## config.mk

```make
export PLATFORM = sky130hd
export DESIGN_NAME = btn_pulse_gen
export DESIGN_NICKNAME = d
export VERILOG_FILES = /design/src/rtl/btn_pkg.sv /design/src/rtl/sync_2ff.sv /design/src/rtl/btn_pulse_gen.sv
export SDC_FILE = /design/constraint.sdc
export NUM_CORES = 1
export LEC_CHECK = 0
export BUFFER_PORTS_ARGS = -buffer_cell sky130_fd_sc_hd__buf_2
export CORE_AREA = 8 8 71 55
export DETAILED_ROUTE_END_ITERATION = 10
export DIE_AREA = 0 0 79 63
export GPL_TIMING_DRIVEN = 1
export PLACE_DENSITY = 0.67
export SETUP_SLACK_MARGIN = 0.05
export SLEW_MARGIN = 20
export SYNTH_ARGS = -nofsm -noshare
export SYNTH_HDL_FRONTEND = slang
export SYNTH_SLANG_ARGS = --single-unit
```

## constraint.sdc

```tcl
create_clock -name clk -period 3.3 [get_ports clk]
set_input_delay 0.495 -clock clk [delete_from_list [all_inputs] [get_ports clk]]
set_output_delay 0.495 -clock clk [all_outputs]
set_load 0.01 [all_outputs]
```

## src/rtl/btn_pkg.sv

```systemverilog
// ---------------------------------------------------------------------------
// btn_pkg
// Shared definitions for the push-button pulse generator:
//   - btn_state_t   : FSM state encoding
//   - btn_cnt_width : width needed by the debounce/hold/repeat counters, so
//                     every counter can hold (largest parameter - 1)
// ---------------------------------------------------------------------------
package btn_pkg;

    typedef enum logic [2:0] {
        ST_IDLE         = 3'd0,
        ST_PRESS_WAIT   = 3'd1,
        ST_HELD         = 3'd2,
        ST_REPEAT       = 3'd3,
        ST_RELEASE_WAIT = 3'd4
    } btn_state_t;

    // Width of a counter that must reach (max(deb, hold, rep) - 1).
    // Never returns less than 1 so the counters always have a real bit.
    function automatic int btn_cnt_width(input int deb, input int hold, input int rep);
        int max_v;
        max_v = deb;
        max_v = (hold > max_v) ? hold : max_v;
        max_v = (rep > max_v) ? rep : max_v;
        return (max_v < 32'sd2) ? 32'sd1 : int'($clog2(max_v));
    endfunction

endpackage

```

## src/rtl/sync_2ff.sv

```systemverilog
// ---------------------------------------------------------------------------
// sync_2ff
// Single-bit two-flop synchronizer for bringing an asynchronous input into
// the clk domain. Both flops reset asynchronously to 0.
// Ports:
//   clk_i  - destination clock
//   rst_i  - asynchronous active-high reset
//   d_i    - asynchronous input
//   q_o    - synchronized output (two clk edges of latency)
// ---------------------------------------------------------------------------
module sync_2ff (
    input  logic clk_i,
    input  logic rst_i,
    input  logic d_i,
    output logic q_o
);

    logic meta_q;
    logic sync_q;

    // Two-stage shift register; meta_q may go metastable, sync_q is clean.
    always_ff @(posedge clk_i or posedge rst_i) begin
        if (rst_i) begin
            meta_q <= 1'b0;
            sync_q <= 1'b0;
        end else begin
            meta_q <= d_i;
            sync_q <= meta_q;
        end
    end

    assign q_o = sync_q;

endmodule

```

## src/rtl/btn_pulse_gen.sv

```systemverilog
// ---------------------------------------------------------------------------
// btn_pulse_gen
// Turns a raw, bouncy, asynchronous push-button into clean one-cycle enable
// pulses, with optional auto-repeat while the button is held, and exports the
// debounced button level.
// Parameters:
//   DEBOUNCE_CYCLES - stable synchronized samples to accept press/release (>=2)
//   HOLD_CYCLES     - cycles in HELD after the first pulse before repeating (>=2)
//   REPEAT_CYCLES   - auto-repeat pulse period (>=2)
//   REPEAT_EN       - 1: auto-repeat on long hold, 0: one pulse per press
// Ports:
//   clk       - system clock, rising edge
//   rst       - asynchronous active-high reset
//   btn_in    - raw button, asynchronous to clk, may bounce
//   pulse_out - registered single-cycle enable pulse
//   btn_level - registered debounced button level
// ---------------------------------------------------------------------------
module btn_pulse_gen
    import btn_pkg::*;
#(
    parameter int DEBOUNCE_CYCLES = 16,
    parameter int HOLD_CYCLES     = 64,
    parameter int REPEAT_CYCLES   = 8,
    parameter bit REPEAT_EN       = 1'b1
) (
    input  logic clk,
    input  logic rst,
    input  logic btn_in,
    output logic pulse_out,
    output logic btn_level
);

    localparam int CNT_W = btn_cnt_width(DEBOUNCE_CYCLES, HOLD_CYCLES, REPEAT_CYCLES);

    localparam logic [CNT_W-1:0] DB_LAST   = CNT_W'(DEBOUNCE_CYCLES - 1);
    localparam logic [CNT_W-1:0] HOLD_LAST = CNT_W'(HOLD_CYCLES - 1);
    localparam logic [CNT_W-1:0] REP_LAST  = CNT_W'(REPEAT_CYCLES - 1);

    // Reject parameter values too small for the counting scheme.
    if ((DEBOUNCE_CYCLES < 32'sd2) || (HOLD_CYCLES < 32'sd2) || (REPEAT_CYCLES < 32'sd2)) begin : g_param_check
        $error("btn_pulse_gen: DEBOUNCE_CYCLES, HOLD_CYCLES and REPEAT_CYCLES must all be >= 2");
    end

    logic             btn_s;
    btn_state_t       state_q,    state_d;
    logic [CNT_W-1:0] db_cnt_q,   db_cnt_d;
    logic [CNT_W-1:0] hold_cnt_q, hold_cnt_d;
    logic [CNT_W-1:0] rep_cnt_q,  rep_cnt_d;
    logic             pulse_q,    pulse_d;
    logic             level_q,    level_d;
    logic             db_inc_s;
    logic             hold_inc_s;
    logic             rep_inc_s;
    logic             entry_s;

    sync_2ff u_sync (
        .clk_i (clk),
        .rst_i (rst),
        .d_i   (btn_in),
        .q_o   (btn_s)
    );

    // Next-state logic; also decides which counter advances and when to pulse.
    always_comb begin
        state_d    = state_q;
        pulse_d    = 1'b0;
        db_inc_s   = 1'b0;
        hold_inc_s = 1'b0;
        rep_inc_s  = 1'b0;
        case (state_q)
            ST_IDLE: begin
                if (btn_s) begin
                    state_d = ST_PRESS_WAIT;
                end else begin
                    state_d = ST_IDLE;
                end
            end
            ST_PRESS_WAIT: begin
                if (!btn_s) begin
                    // Glitch: back to idle without any output activity.
                    state_d = ST_IDLE;
                end else if (db_cnt_q == DB_LAST) begin
                    state_d = ST_HELD;
                    pulse_d = 1'b1;
                end else begin
                    db_inc_s = 1'b1;
                end
            end
            ST_HELD: begin
                if (!btn_s) begin
                    state_d = ST_RELEASE_WAIT;
                end else if (REPEAT_EN && (hold_cnt_q == HOLD_LAST)) begin
                    state_d = ST_REPEAT;
                    pulse_d = 1'b1;
                end else if (hold_cnt_q != HOLD_LAST) begin
                    hold_inc_s = 1'b1;
                end else begin
                    // Without auto-repeat the hold timer simply saturates.
                    hold_inc_s = 1'b0;
                end
            end
            ST_REPEAT: begin
                if (!btn_s) begin
                    // Release wins: a pulse due on this cycle is dropped.
                    state_d = ST_RELEASE_WAIT;
                end else if (rep_cnt_q == REP_LAST) begin
                    pulse_d   = 1'b1;
                    rep_inc_s = 1'b1;
                end else begin
                    rep_inc_s = 1'b1;
                end
            end
            ST_RELEASE_WAIT: begin
                if (btn_s) begin
                    // Release bounce: resume holding, hold timer restarts.
                    state_d = ST_HELD;
                end else if (db_cnt_q == DB_LAST) begin
                    state_d = ST_IDLE;
                end else begin
                    db_inc_s = 1'b1;
                end
            end
            default: begin
                state_d = ST_IDLE;
            end
        endcase
    end

    // Counter next values; every state change clears all counters.
    always_comb begin
        entry_s = (state_d != state_q);
        if (entry_s) begin
            db_cnt_d   = '0;
            hold_cnt_d = '0;
            rep_cnt_d  = '0;
        end else begin
            db_cnt_d   = db_inc_s   ? (db_cnt_q + CNT_W'(1))   : db_cnt_q;
            hold_cnt_d = hold_inc_s ? (hold_cnt_q + CNT_W'(1)) : hold_cnt_q;
            if (rep_inc_s) begin
                rep_cnt_d = (rep_cnt_q == REP_LAST) ? '0 : (rep_cnt_q + CNT_W'(1));
            end else begin
                rep_cnt_d = rep_cnt_q;
            end
        end
    end

    // Debounced level is high whenever the next state is a "pressed" state.
    always_comb begin
        case (state_d)
            ST_HELD, ST_REPEAT, ST_RELEASE_WAIT: level_d = 1'b1;
            ST_IDLE, ST_PRESS_WAIT:              level_d = 1'b0;
            default:                             level_d = 1'b0;
        endcase
    end

    // State, counters and registered outputs.
    always_ff @(posedge clk or posedge rst) begin
        if (rst) begin
            state_q    <= ST_IDLE;
            db_cnt_q   <= '0;
            hold_cnt_q <= '0;
            rep_cnt_q  <= '0;
            pulse_q    <= 1'b0;
            level_q    <= 1'b0;
        end else begin
            state_q    <= state_d;
            db_cnt_q   <= db_cnt_d;
            hold_cnt_q <= hold_cnt_d;
            rep_cnt_q  <= rep_cnt_d;
            pulse_q    <= pulse_d;
            level_q    <= level_d;
        end
    end

    assign pulse_out = pulse_q;
    assign btn_level = level_q;

endmodule

```

* Word-level counts from Yosys, hierarchy flattened *
Index checks and enable logic that the tools add are counted.

word-level totals
  bits in registers = 25
  input bits = 3
  output and inout bits = 2
  logic and storage cells = 62

cells by class
  add/sub/neg operators = 3
  equality and inequality tests = 12
  muxes and demuxes = 34
  reduce and logical (&&, ||, !) cells = 5

operators by type and width
  cell                                                                   number
  6-bit two-way mux                                                      7
  3-bit two-way mux                                                      7
  6-bit by 1-bit adder with 6-bit output, second input constant          3
  1-bit two-way mux                                                      17
  3-bit case mux with 5 select lines                                     1
  3-bit by 2-bit equality test with 1-bit output, second input constant  4
  3-bit equality test, second input constant                             2
  6-bit by 3-bit equality test with 1-bit output, second input constant  1
  6-bit by 4-bit equality test with 1-bit output, second input constant  1
  6-bit equality test, second input constant                             1
  6-bit != test, second input constant                                   1
  2-bit nonzero test                                                     3
  3-bit by 1-bit equality test with 1-bit output, second input constant  1
  3-bit logical NOT                                                      1
  3-bit != test                                                          1
  1-bit case mux with 3 select lines                                     1
  3-bit OR reduction                                                     1
  1-bit case mux with 2 select lines                                     1

* Longest topological paths before layout *
Gate-level depths: netlist of run 1.

  depth after elaboration = 7
  mapped depth = 7
  depth with buffers taken out = 5

* By module *
Synthesis of run 1 repeated with hierarchy kept, for this count alone.

unflattened totals
  cells, all modules = 137
  area, all modules = 1,351.3 µm²

by module, submodules not included
  module         instances  cells an instance  area an instance (µm²)  sequential area each (µm²)
  btn_pulse_gen  1          134                1,297.5                 575.6
  sync_2ff       1          3                  53.8                    50.0

* Worst setup path after synthesis of run 1 *
No wires, ideal clock.

  kind = flip-flop to flip-flop
  from = register db_cnt_q[0]
  to = register hold_cnt_q[0]
  setup time = 0.078 ns
  arrival = 1.690 ns
  data required time = 3.222 ns
  slack = 1.533 ns
  cell stages (with the launch flop) = 8
  buffers on the path = 2
  period minus slack after synthesis = 1.767 ns
  path through = dfrtp_1 ha_1 nand4b_1 nor2_1 a2111o_1 buf_2 buf_2 a21oi_1

on the way
  word-level cells in the longest chain between the ends = 6
  elaborated cells between the ends (all ways) = 9
  those cells by class = 2 x eq/ne; 6 x mux; 1 x reduce/logical

RTL lines
  item                                                     line                                       text
  start: declaration                                       btn_pulse_gen.sv:46                        logic [CNT_W-1:0] db_cnt_q, db_cnt_d;
  start signal: assignment                                 btn_pulse_gen.sv:167                       db_cnt_q <= db_cnt_d;
  6-bit by 4-bit equality test with 1-bit output (*)       btn_pulse_gen.sv:82, btn_pulse_gen.sv:117
  3-bit two-way mux, on equally long branches              btn_pulse_gen.sv:117, btn_pulse_gen.sv:82
  3-bit two-way mux, on equally long branches              btn_pulse_gen.sv:114, btn_pulse_gen.sv:79
  3-bit case mux with 5 select lines (*)                   btn_pulse_gen.sv:70                        case (state_q)
  3-bit != test (*)                                        btn_pulse_gen.sv:131                       entry_s = (state_d != state_q);
  6-bit two-way mux or 2-bit nonzero test (tied branches)  n/a
  end signal: assignment                                   btn_pulse_gen.sv:168                       hold_cnt_q <= hold_cnt_d;
  end: declaration                                         btn_pulse_gen.sv:47                        logic [CNT_W-1:0] hold_cnt_q, hold_cnt_d;

Mark *: on every way between the ends. The rest lies on a longest branch, timed or not.
A chain may end at the register's enable or synchronous reset.

* Final worst setup path of run 1 *
  from = register db_cnt_q[0]
  to = register rep_cnt_q[3]

on the way
  word-level cells in the longest chain between the ends = 6
  elaborated cells between the ends (all ways) = 9
  those cells by class = 2 x eq/ne; 6 x mux; 1 x reduce/logical

RTL lines
  item                                                     line                                       text
  6-bit by 4-bit equality test with 1-bit output (*)       btn_pulse_gen.sv:82, btn_pulse_gen.sv:117
  3-bit two-way mux, on equally long branches              btn_pulse_gen.sv:117, btn_pulse_gen.sv:82
  3-bit two-way mux, on equally long branches              btn_pulse_gen.sv:114, btn_pulse_gen.sv:79
  3-bit case mux with 5 select lines (*)                   btn_pulse_gen.sv:70
  3-bit != test (*)                                        btn_pulse_gen.sv:131
  6-bit two-way mux or 2-bit nonzero test (tied branches)  n/a
  end signal: assignment                                   btn_pulse_gen.sv:169                       rep_cnt_q <= rep_cnt_d;
  end: declaration                                         btn_pulse_gen.sv:48                        logic [CNT_W-1:0] rep_cnt_q, rep_cnt_d;

Marks and branches as above.

==> flow_results.org, run 1 <==
** Clock tree
- The clock net in this run drives a total of 25 sinks.
- Buffers inserted during clock tree synthesis total 3.
- The longest clock path from root to sink contains 2 buffers.
- Hold repair after CTS inserted 0 buffers.
- Buffer count from post-CTS setup fixing :: 0
- Clock transition at the registers of the reported paths :: 0.08 ns
- Clock tree from TritonCTS :: built
- Clock latency on the worst-skew pair, taken at its later pin, is 0.26 ns.
- Clock tree synthesis selected as its root buffer the cell sky130_fd_sc_hd__clkbuf_8.
- CTS built an H-tree with a depth of 1.
- Once the clock tree was built, the resizer swapped 0 gates to a different size.

** Global route
- Number of global-route vias before repair :: 973
- Tot GR Track Use :: 11.3%
- Entering global routing, the biggest net connects 26 pins.
- The total overflow left after global routing is 0.
- Wire length of the first global-routing pass :: 4.62 mm
- Initial antenna violation count :: 0

** Worst setup path
- The worst setup path is of the flop to flop kind.
- Data required time of the worst path :: ~3.5 ns
- Worst Path Max Fanout :: 18
- Register-to-register setup slack :: 1.13 ns
- Kind of start point of the critical path :: flop
- Data on the critical path arrives at its endpoint at 2.34 ns.
- STA classifies the critical path endpoint as a flop.

** Pwr
- Static power due to leakage :: 0.617 nW
- Power spread over the standard cell area amounts to approximately 350 nW/um^2.
- Worst-case vdd ir drop :: 0.210 mV

** Place
- The number of placed instances, taps included, is 173.
- At the end of routability-driven placement, the weighted congestion stood at 0.738.
- Number of buffers added on ports :: 4
- Once detailed placement completed, the half-perimeter wirelength came to approximately 1.8 mm.

** Layout
- The post-route netlist has 6.47% of its cells at a drive strength greater than 1.
- Fill cells in the final layout number 299.
- The repair_antennas step left the layout with diodes totalling 0.
- The area growth from synthesis to layout is 3.95%.
- Number of standard cells in the layout, taps in and fillers out :: 177
- # nets final :: 146
- Final core utilization :: 50.1%

** Die
- Initial Utilization :: about 48%
- Area of the die :: 4980 um^2
- Width of the die :: about 80 um
- Area of the core :: 2890 um^2
- For this design the top-level I/O count stands at 5.
- Std-Cell Rows :: 17
- The die is 63 um tall.

** Yosys
- Yosys printed 0 warnings.
- In this run the mean area of a mapped cell was slightly below 10 um^2.
- For this run, asynchronously set or reset flops after synthesis account for 100%.
- In this run, synthesis inferred 0 flip-flops with an integrated enable.
- Fraction of the yosys area taken by sequential cells :: approximately 45%
- In the synthesized netlist, the number of instances is 142.
- The netlist uses 41 different library cells.
- Cell Area, Synth :: approximately 1400 um^2
- Counting flops and latches in the post-synthesis netlist gives 25.
- In this run the biggest area consumer among cell types represents 44.9% of the synthesized area.
- The number of nets in the synthesized netlist is 148.
- By instance count, the leading cell after synthesis is sky130_fd_sc_hd__dfrtp_1.
- The biggest area contributor in the post-synthesis netlist is sky130_fd_sc_hd__dfrtp_1.
- Ranked by total cell area, the synthesized netlist is headed by sky130_fd_sc_hd__dfrtp_1, sky130_fd_sc_hd__a21oi_1, sky130_fd_sc_hd__xor2_1, sky130_fd_sc_hd__a22oi_1, sky130_fd_sc_hd__ha_1.
- Commonest cells in the netlist :: sky130_fd_sc_hd__dfrtp_1, sky130_fd_sc_hd__a21oi_1, sky130_fd_sc_hd__nand2_1
- The most used flip-flop cell after synthesis is sky130_fd_sc_hd__dfrtp_1.

** STA
- Setup clock skew after layout :: ~0.0044 ns
- Hold Worst Slack :: approximately 0.33 ns
- For the final routed database, the setup TNS stands at 0 ns.
- The count of final hold-check violations came to 0.
- RSZ-0062 raised after global routing :: no
- Number of setup violations in the final report :: 0
- Static timing analysis puts the maximum clock frequency at 0.461 GHz.
- Max-slew headroom at the worst pin :: 37.3%
- Max-slew violation count :: 0
- In the finished design, the share of the clock period the worst path needs comes to between 60% and 70%.
- At the pin with the least slew margin, the transition time is roughly 0.94 ns.
- Final min period :: 2.17 ns

** Detailed routing
- For this block, the routed nets add up to between 2 and 3 mm of wire.
- For this run, the detailed router's first-pass iteration total came to 6.
- Total number of vias :: 1,057
- Vias per cell :: 5.97
- First DRT Iteration DRCs :: 26
- Residual DRC :: 0
- In the final routed layout, each cell accounts on average for around 15 um.
- Number of antenna-violating nets in the routed design :: 0

** Hold path
- In this run the worst hold path is classified as primary input to flop.

** Run status
- Outcome :: finished, final reports clean

** Job
- Count of maximum capacitance violations :: 0
[flip-flops by register name, summed over array words and instances, names as in the netlist]
name           count
db_cnt_q           6
hold_cnt_q         6
rep_cnt_q          6
state_q            3
btn_level          1
pulse_out          1
u_sync.meta_q      1
u_sync.q_o         1
[cells in the final DEF, fill, tap and decap left out, types with 3 or more instances in the layout]
| master | n |
|---|---|
| sky130_fd_sc_hd__dfrtp_1 | 25 |
| sky130_fd_sc_hd__a21oi_1 | 13 |
| sky130_fd_sc_hd__nand2_1 | 9 |
| sky130_fd_sc_hd__xor2_1 | 7 |
| sky130_fd_sc_hd__o21ai_0 | 6 |
| sky130_fd_sc_hd__a22oi_1 | 6 |
| sky130_fd_sc_hd__or4_1 | 5 |
| sky130_fd_sc_hd__nor2_1 | 5 |
| sky130_fd_sc_hd__nor3b_1 | 4 |
| sky130_fd_sc_hd__o31ai_1 | 4 |
| sky130_fd_sc_hd__buf_2 | 4 |
| sky130_fd_sc_hd__nor3_1 | 3 |
| sky130_fd_sc_hd__nand4b_1 | 3 |
| sky130_fd_sc_hd__mux2i_1 | 3 |
| sky130_fd_sc_hd__and3_1 | 3 |
| sky130_fd_sc_hd__nand4_1 | 3 |
| sky130_fd_sc_hd__nand3_1 | 3 |
| sky130_fd_sc_hd__ha_1 | 3 |
| sky130_fd_sc_hd__clkbuf_8 | 3 |
[where the power goes]
part | internal [W] | leakage (nW) | switching (W)
clock | 0.0000862 | 0.0228 | 0.0000877
sequential | 0.000309 | 0.342 | 0.00000573
combinational | 0.00000545 | 0.252 | 0.0000170
[critical path, cell delays in order (launching register included)]
cell and delay [ns]:
sky130_fd_sc_hd__dfrtp_1 0.44, sky130_fd_sc_hd__ha_1 0.30, sky130_fd_sc_hd__nand4b_1 0.18, sky130_fd_sc_hd__nor3_1 0.06, sky130_fd_sc_hd__or4_1 0.81, sky130_fd_sc_hd__a22oi_1 0.29
[final timing paths]
path,end,depth (start not counted),from
worst max-delay path,rep_cnt_q[3]$_DFFE_PP0P_,5,db_cnt_q[0]$_DFFE_PP0P_
worst min-delay path,u_sync.meta_q$_DFF_PP0_,1,btn_in
worst max register to register,rep_cnt_q[3]$_DFFE_PP0P_,5,db_cnt_q[0]$_DFFE_PP0P_
worst min register to register,u_sync.q_o$_DFF_PP0_,0,u_sync.meta_q$_DFF_PP0_
max in group asynchronous,state_q[1]$_DFF_PP0_,2,rst
min in group asynchronous,hold_cnt_q[3]$_DFFE_PP0P_,2,rst
[through the flow]
stage | area (um^2) | total power, W | setup WS, ns
after floorplan | 1390 | 0.000340 | 1.53
after global placement | 1400 | 0.000342 | 1.18
after detailed placement | 1400 | 0.000344 | 1.14
after CTS | 1450 | 0.000519 | 1.12
after global routing | 1450 | 0.000538 | 1.02
final | 1450 | 0.000511 | 1.13
[cell families (layout without fill, tap and decap cells)]
kind of cell    after synthesis  in the layout  synth area share [%]
simple gates                 49             49                  21.7
compound gates               42             42                  19.5
flops                        25             25                  44.9
buf+inv                      13             10                  4.67
xor+xnor                      7              7                  4.40
fa+ha+maj                     3              3                  2.69
mux                           3              3                  2.15
[final cells by class]
| cell class | instances | area, um^2 | share of cell area [%] |
|---|---|---|---|
| repair buffers | 4 | 20.0 | 1.38 |
| clock buffers | 4 | 45.0 | 3.11 |
| multi-input cells | 104 | 703 | 48.5 |
| flip-flops and latches | 25 | 626 | 43.2 |
| well taps | 38 | 47.5 | 3.28 |
| inverters | 2 | 7.51 | 0.518 |
[per-layer routing]
layer  up-vias  track usage (%)  share of wire [%]
li1        529                -                  -
met1       512             14.8                 50
met2        12             16.8                 45
met3         4             3.88                3.8
met4         0             3.46                1.0
met5         -                0                  0
(Power assumes the default switching activity.)
==> run 2: changes to the inputs <==
Clock period 3.3 ns to 2.2 ns, I/O delays scaled along.
==> flow_results.org, run 2 (same netlist as run 1, synthesis figures left out) <==
** Clock tree
- Clock sink count :: 25
- Root buffer cell :: sky130_fd_sc_hd__clkbuf_8
- Number of hold buffers added after CTS :: 0
- After clock tree synthesis, the clock-pin slew on the worst setup and hold paths is 0.09 ns.
- Cts bufs inserted :: 3
- Clock tree from TritonCTS :: built
- The clock passes through at most 2 buffers.
- Clock latency reported for the late side of the worst-skew pair :: between 0.2 and 0.3 ns
- Maximum level of the CTS H-tree :: 1

** Detailed routing
- The first detailed-routing pass ran for 4 iterations.
- Routed length per placed instance :: 15.4 um
- Total number of vias :: around 1,100
- The detailed router put a total of 1.47 mm of wire on met1.
- Total Wirelength :: 2.80 mm
- First DRT Iteration DRCs :: 108
- In the routed layout, each cell is associated on average with a via count of a little over 6.
- Residual DRC :: 0
- After detailed routing, the met3 layer carries 99 um of wire.
- The routed design uses around 1.2 mm of met2 wire.
- After detailed routing, no signal wire sits above met4.
- Number of antenna-violating nets in the routed design :: 0

** Layout
- Cells fill 51.4% of the core in the end.
- Area overhead of the layout relative to synthesis :: 6.73%
- Leading cell type in the layout, fill and taps excluded :: sky130_fd_sc_hd__dfrtp_1
- After the last flow step, the layout net total stands at 151.
- Top flop regs :: db_cnt_q: 6 flops, hold_cnt_q: 6 flops, rep_cnt_q: 6 flops
- The finished layout holds 182 standard cells, fillers aside.
- Count of antenna diodes in the layout :: 0
- Of the cells placed in the final design, the portion with a size suffix greater than 1 is a little over a tenth.
- Leading cell types in the layout, fill and taps excluded :: sky130_fd_sc_hd__dfrtp_1, sky130_fd_sc_hd__a21oi_1, sky130_fd_sc_hd__nand2_1

** Worst setup path
- The worst setup path is launched from a flop.
- At the worst endpoint, the arrival time is about 2.2 ns.
- Crit end category :: flop
- Critical-path top delay cell :: sky130_fd_sc_hd__a2111o_2
- The worst setup path is of the flop to flop kind.
- Counting cells, the worst reg-to-reg path comes to 5.
- Counting both buffers and inverters, the worst setup path holds a total of 0.
- Data required time of the worst path :: 2.38 ns
- Worst Path Max Fanout :: 18
- The critical path goes through ha_1 > nand4b_1 > nor2_1 > a2111o_2 > a22oi_1.
- In this design, the stage delay of the slowest critical-path cell is 0.65 ns.
- The cell family contributing the most delay on the critical path is compound AO/OA/AOI/OAI gates.
- The critical path crosses 5 cells after its start point.

** Job
- Count of maximum capacitance violations :: 0

** STA
- Final min period :: about 2 ns
- Number of hold-slack violations in the final timing report :: 0
- Based on the critical path, the design can be clocked at up to around 0.50 GHz.
- Setup clock skew after layout :: between 0.007 and 0.008 ns
- Setup repair after global routing left no endpoint under its margin.
- Number of setup violations in the final report :: 0
- Setup ws final :: 0.214 ns
- Max-slew violation count :: 0
- At the pin with the least slew margin, the transition time is 0.755 ns.
- In the finished design, the share of the clock period the worst path needs comes to 90.3%.
- Headroom to the max-slew limit came out at around half.
- Setup TNS Final :: 0 ns

** Global route
- Entering global routing, the biggest net connects 26 pins.
- Initial antenna violation count :: 0
- Sum of overflow across all layers after global routing :: 0
- The first global-routing pass estimated 5.01 mm of wire.
- Tot GR Track Use :: 12.1%
- The via count of the first global-routing pass is 1,078.

** Place
- Post-DP HPWL :: roughly 2.0 mm
- Routability congestion estimate :: 0.800
- Counting tap cells, the placed design contains a total of 178 instances.
- The count of buffers added on input and output ports is 4.
- Worst slack after detailed placement :: roughly 0.18 ns

** Pwr
- Summed over all cells, the static leakage comes to 0.641 nW.
- VDD sags by at most ~0.27 mV.
- PwrDens :: approximately 530 nW/um^2

** Die
- Measured along the y axis, the die boundary spans 63 um.
- Area of the die :: ~5000 um^2
- Initial Utilization :: 48.2%
- Area of the core :: 2890 um^2
- Std-Cell Rows :: 17
- Boundary Pins :: 5
- From left edge to right edge, the die measures approximately 79 um.

** Run status
- The run finished with clean final reports.

** Hold path
- Worst min path class :: primary input to asynchronous set/reset pin
## run 2: cell types whose count changed in the layout (fill, tap and decap cells not counted), sizes merged
| cell | change |
|---|---|
| buf | +5 |
## run 2: cell type report
| class | instances | area, um^2 |
|---|---|---|
| Clock buffer | 4 | 45.0 |
| Fill cell | 286 | 1410 |
| Inverter | 2 | 7.51 |
| Multi-Input combinational cell | 104 | 704 |
| Sequential cell | 25 | 626 |
| Tap cell | 38 | 47.5 |
| Timing Repair Buffer | 9 | 57.6 |
## run 2: routing by layer
layer | up-vias | global-route usage, %
li1 | 539 | -
met1 | 545 | 16.5
met2 | 16 | 18.3
met3 | 5 | 3.59
met4 | 0 | 2.07
met5 | - | 0
## run 2: worst paths after layout
check / startpoint / to / slack [ns]
hold / removal: rst / pulse_out$_DFF_PP0_ / 0.09
max in group asynchronous: rst / hold_cnt_q[0]$_DFFE_PP0P_ / 1.86
setup / recovery: db_cnt_q[0]$_DFFE_PP0P_ / db_cnt_q[3]$_DFFE_PP0P_ / 0.21
setup reg to reg: db_cnt_q[0]$_DFFE_PP0P_ / db_cnt_q[3]$_DFFE_PP0P_ / 0.21
min in group clk: btn_in / u_sync.meta_q$_DFF_PP0_ / 0.17
hold reg to reg: u_sync.meta_q$_DFF_PP0_ / u_sync.q_o$_DFF_PP0_ / 0.36
## run 2: worst min-delay path, cell delays in order
cell and delay, ns:
sky130_fd_sc_hd__buf_2 0.09, sky130_fd_sc_hd__inv_1 0.04, sky130_fd_sc_hd__buf_4 0.30
## run 2: repair_timing
item	CTS	global route
gates resized for setup	0	1
setup endpoints to repair	0	18
setup buffers	0	0
## run 2: report_power, final
part	internal (W)	switching, W	total (W)
Clock	0.000130	0.000144	0.000273
Sequential	0.000463	0.00000801	0.000471
Combinational	0.0000130	0.0000276	0.0000407
Total	0.000606	0.000179	0.000785
## run 2: stage by stage
stage	hold slack, ns	total power (W)	instance area, um^2
after global placement	0.339	0.000520	1440
final	0.0925	0.000785	1490
after CTS	0.102	0.000794	1490
after floorplan	0.331	0.000510	1390
after detailed placement	0.342	0.000522	1440
after global routing	0.151	0.000810	1490
==> run 3: changes to the inputs <==
Settings changed: REMOVE_ABC_BUFFERS set to 1.
==> flow_results.org, run 3 (same netlist as run 1, synthesis figures left out) <==
** Worst setup path
- Kind of start point of the critical path :: flop
- Crit end category :: flop
- Data required time of the worst path :: 2.38 ns
- Worst EP arrival :: 2.14 ns
- Worst Path Max Fanout :: 18
- The critical path is of the flop to flop type.

** Layout
- Layout cell share with drive strength beyond 1 :: 10.5%
- 0 antenna diodes ended up in the layout.
- Area overhead of the layout relative to synthesis :: 6.46%
- At the end of the flow, the number of nets in the layout was 150.
- Leading cell type in the layout, fill and taps excluded :: sky130_fd_sc_hd__dfrtp_1
- Top flop regs :: db_cnt_q: 6 flops, hold_cnt_q: 6 flops, rep_cnt_q: 6 flops
- Leading cell types in the layout, fill and taps excluded :: sky130_fd_sc_hd__dfrtp_1, sky130_fd_sc_hd__a21oi_1, sky130_fd_sc_hd__nand2_1
- Final core utilization :: 51.3%

** Run status
- Outcome :: finished, final reports clean

** Global route
- Sum of overflow across all layers after global routing :: 0
- Tot GR Track Use :: 11.4%
- Wire length of the first global-routing pass :: 4.69 mm
- Initial antenna violation count :: 0
- Largest net degree at the start of global routing :: 26
- Number of global-route vias before repair :: between 1,000 and 1,500

** Detailed routing
- Total Wirelength :: 2.68 mm
- Vias per cell :: 6.02
- Number of antenna-violating nets in the routed design :: 0
- The first detailed-routing pass took 6 iterations.
- First DRT Iteration DRCs :: 92
- Routed length per placed instance :: between 10 and 15 um
- Residual DRC :: 0
- Across all layers, the routed design uses 1,090 vias.

** Die
- Measured along the y axis, the die boundary spans ~63 um.
- The region available for standard cell placement spans 2890 um^2.
- The floorplan has 17 rows.
- The floorplan step defined a die boundary enclosing 4980 um^2.
- For this configuration, the core starts out at a cell density of 48.2%.
- 5 I/O pins were placed.
- Measured along the x axis, the die boundary spans between 70 and 80 um.

** Clock tree
- The root buffer cell chosen for the clock tree is sky130_fd_sc_hd__clkbuf_8.
- Clock tree from TritonCTS :: built
- Maximum level of the CTS H-tree :: 1
- Cts bufs inserted :: 3
- Clock latency reported for the late side of the worst-skew pair :: 0.27 ns
- After clock tree synthesis, the clock-pin slew on the worst setup and hold paths is around 0.090 ns.
- The number of hold buffers added after CTS was 0.
- Buffers from clock root to sink, at most :: 2
- Counting every sink on the clock net gives 25.

** Pwr
- The worst-case IR drop observed on VDD is 0.509 mV.
- PwrDens :: about 530 nW/um^2
- Post-route total power :: 0.000792 W
- For this design the static power due to leakage is 0.636 nW.

** Hold path
- Worst min path class :: primary input to asynchronous set/reset pin

** STA
- Summed over all failing endpoints, the final setup total negative slack is 0 ns.
- Setup repair after global routing left no endpoint under its margin.
- In the finished design, the share of the clock period the worst path needs comes to between 80% and 90%.
- Number of hold-slack violations in the final timing report :: 0
- The worst pin sits at a relative slew slack of 51.7%.
- Max-slew violation count :: 0
- Top achievable clock speed :: around 0.51 GHz
- Final min period :: 1.95 ns
- Number of setup violations in the final report :: 0
- For the pin with the worst max-slew slack, the measured transition is around 0.72 ns.
- Clock skew on the completed layout was measured at 0.00492 ns.

** Place
- Summed over all nets, the half-perimeter wirelength after detailed placement is between 1.5 and 2 mm.
- At the end of routability-driven placement, the weighted congestion stood at 0.795.
- The count of buffers added on input and output ports is 4.

** Job
- Count of maximum capacitance violations :: 0
## run 3: cell types whose count changed in the layout (fill, tap and decap cells not counted), sizes merged
cell / delta
buf: -1
clkbuf: -1
clkinvlp: +1
## run 3: metrics by stage
step,setup WS [ns],hold WS [ns],cell area [um^2],instances
after floorplan,0.361,0.331,1340,131
after global placement,0.289,0.338,1430,177
after CTS,0.171,0.0928,1480,181
final,0.245,0.0843,1480,181
after global routing,0.0531,0.113,1480,181
after detailed placement,0.197,0.345,1430,177
## run 3: layout make-up
type,count,area (um^2)
Fill cell,282,1410
Inverter,2,7.51
Timing Repair Buffer,8,50.0
Tap cell,38,47.5
Clock buffer,3,41.3
Sequential cell,25,626
Multi-Input combinational cell,104,704
Clock inverter,1,7.51
## run 3: worst max-delay path, cell delays in order (launching register included)
cell                       delay [ns]
sky130_fd_sc_hd__dfrtp_1         0.43
sky130_fd_sc_hd__ha_1            0.27
sky130_fd_sc_hd__nand4b_1        0.16
sky130_fd_sc_hd__nor2_1          0.09
sky130_fd_sc_hd__a2111o_2        0.65
sky130_fd_sc_hd__a22oi_1         0.26
## run 3: power breakdown
group	total (W)	internal, W	switching [W]
sequential	0.000472	0.000463	0.00000879
clock	0.000283	0.000129	0.000155
combinational	0.0000368	0.0000107	0.0000260
total	0.000792	0.000603	0.000190
## run 3: final timing paths
check | start | end | slack [ns] | cells past startpoint
max in group asynchronous | rst | rep_cnt_q[3]$_DFFE_PP0P_ | 1.87 | 3
hold / removal | rst | db_cnt_q[3]$_DFFE_PP0P_ | 0.08 | 3
hold reg to reg | u_sync.meta_q$_DFF_PP0_ | u_sync.q_o$_DFF_PP0_ | 0.36 | 0
setup reg to reg | db_cnt_q[0]$_DFFE_PP0P_ | rep_cnt_q[3]$_DFFE_PP0P_ | 0.25 | 5
setup / recovery | db_cnt_q[0]$_DFFE_PP0P_ | rep_cnt_q[3]$_DFFE_PP0P_ | 0.25 | 5
min in group clk | btn_in | u_sync.meta_q$_DFF_PP0_ | 0.16 | 1
## run 3: per-layer routing
layer	wire length (um)	track usage (%)	up-vias
met5	0	0	-
met4	19	3.00	0
met3	84	3.88	2
met2	1220	17.7	13
met1	1360	14.7	541
li1	-	-	534
## run 3: repair_timing
item,CTS,global route
setup endpoints to repair,0,7
setup buffers,0,0
resized for setup,0,1
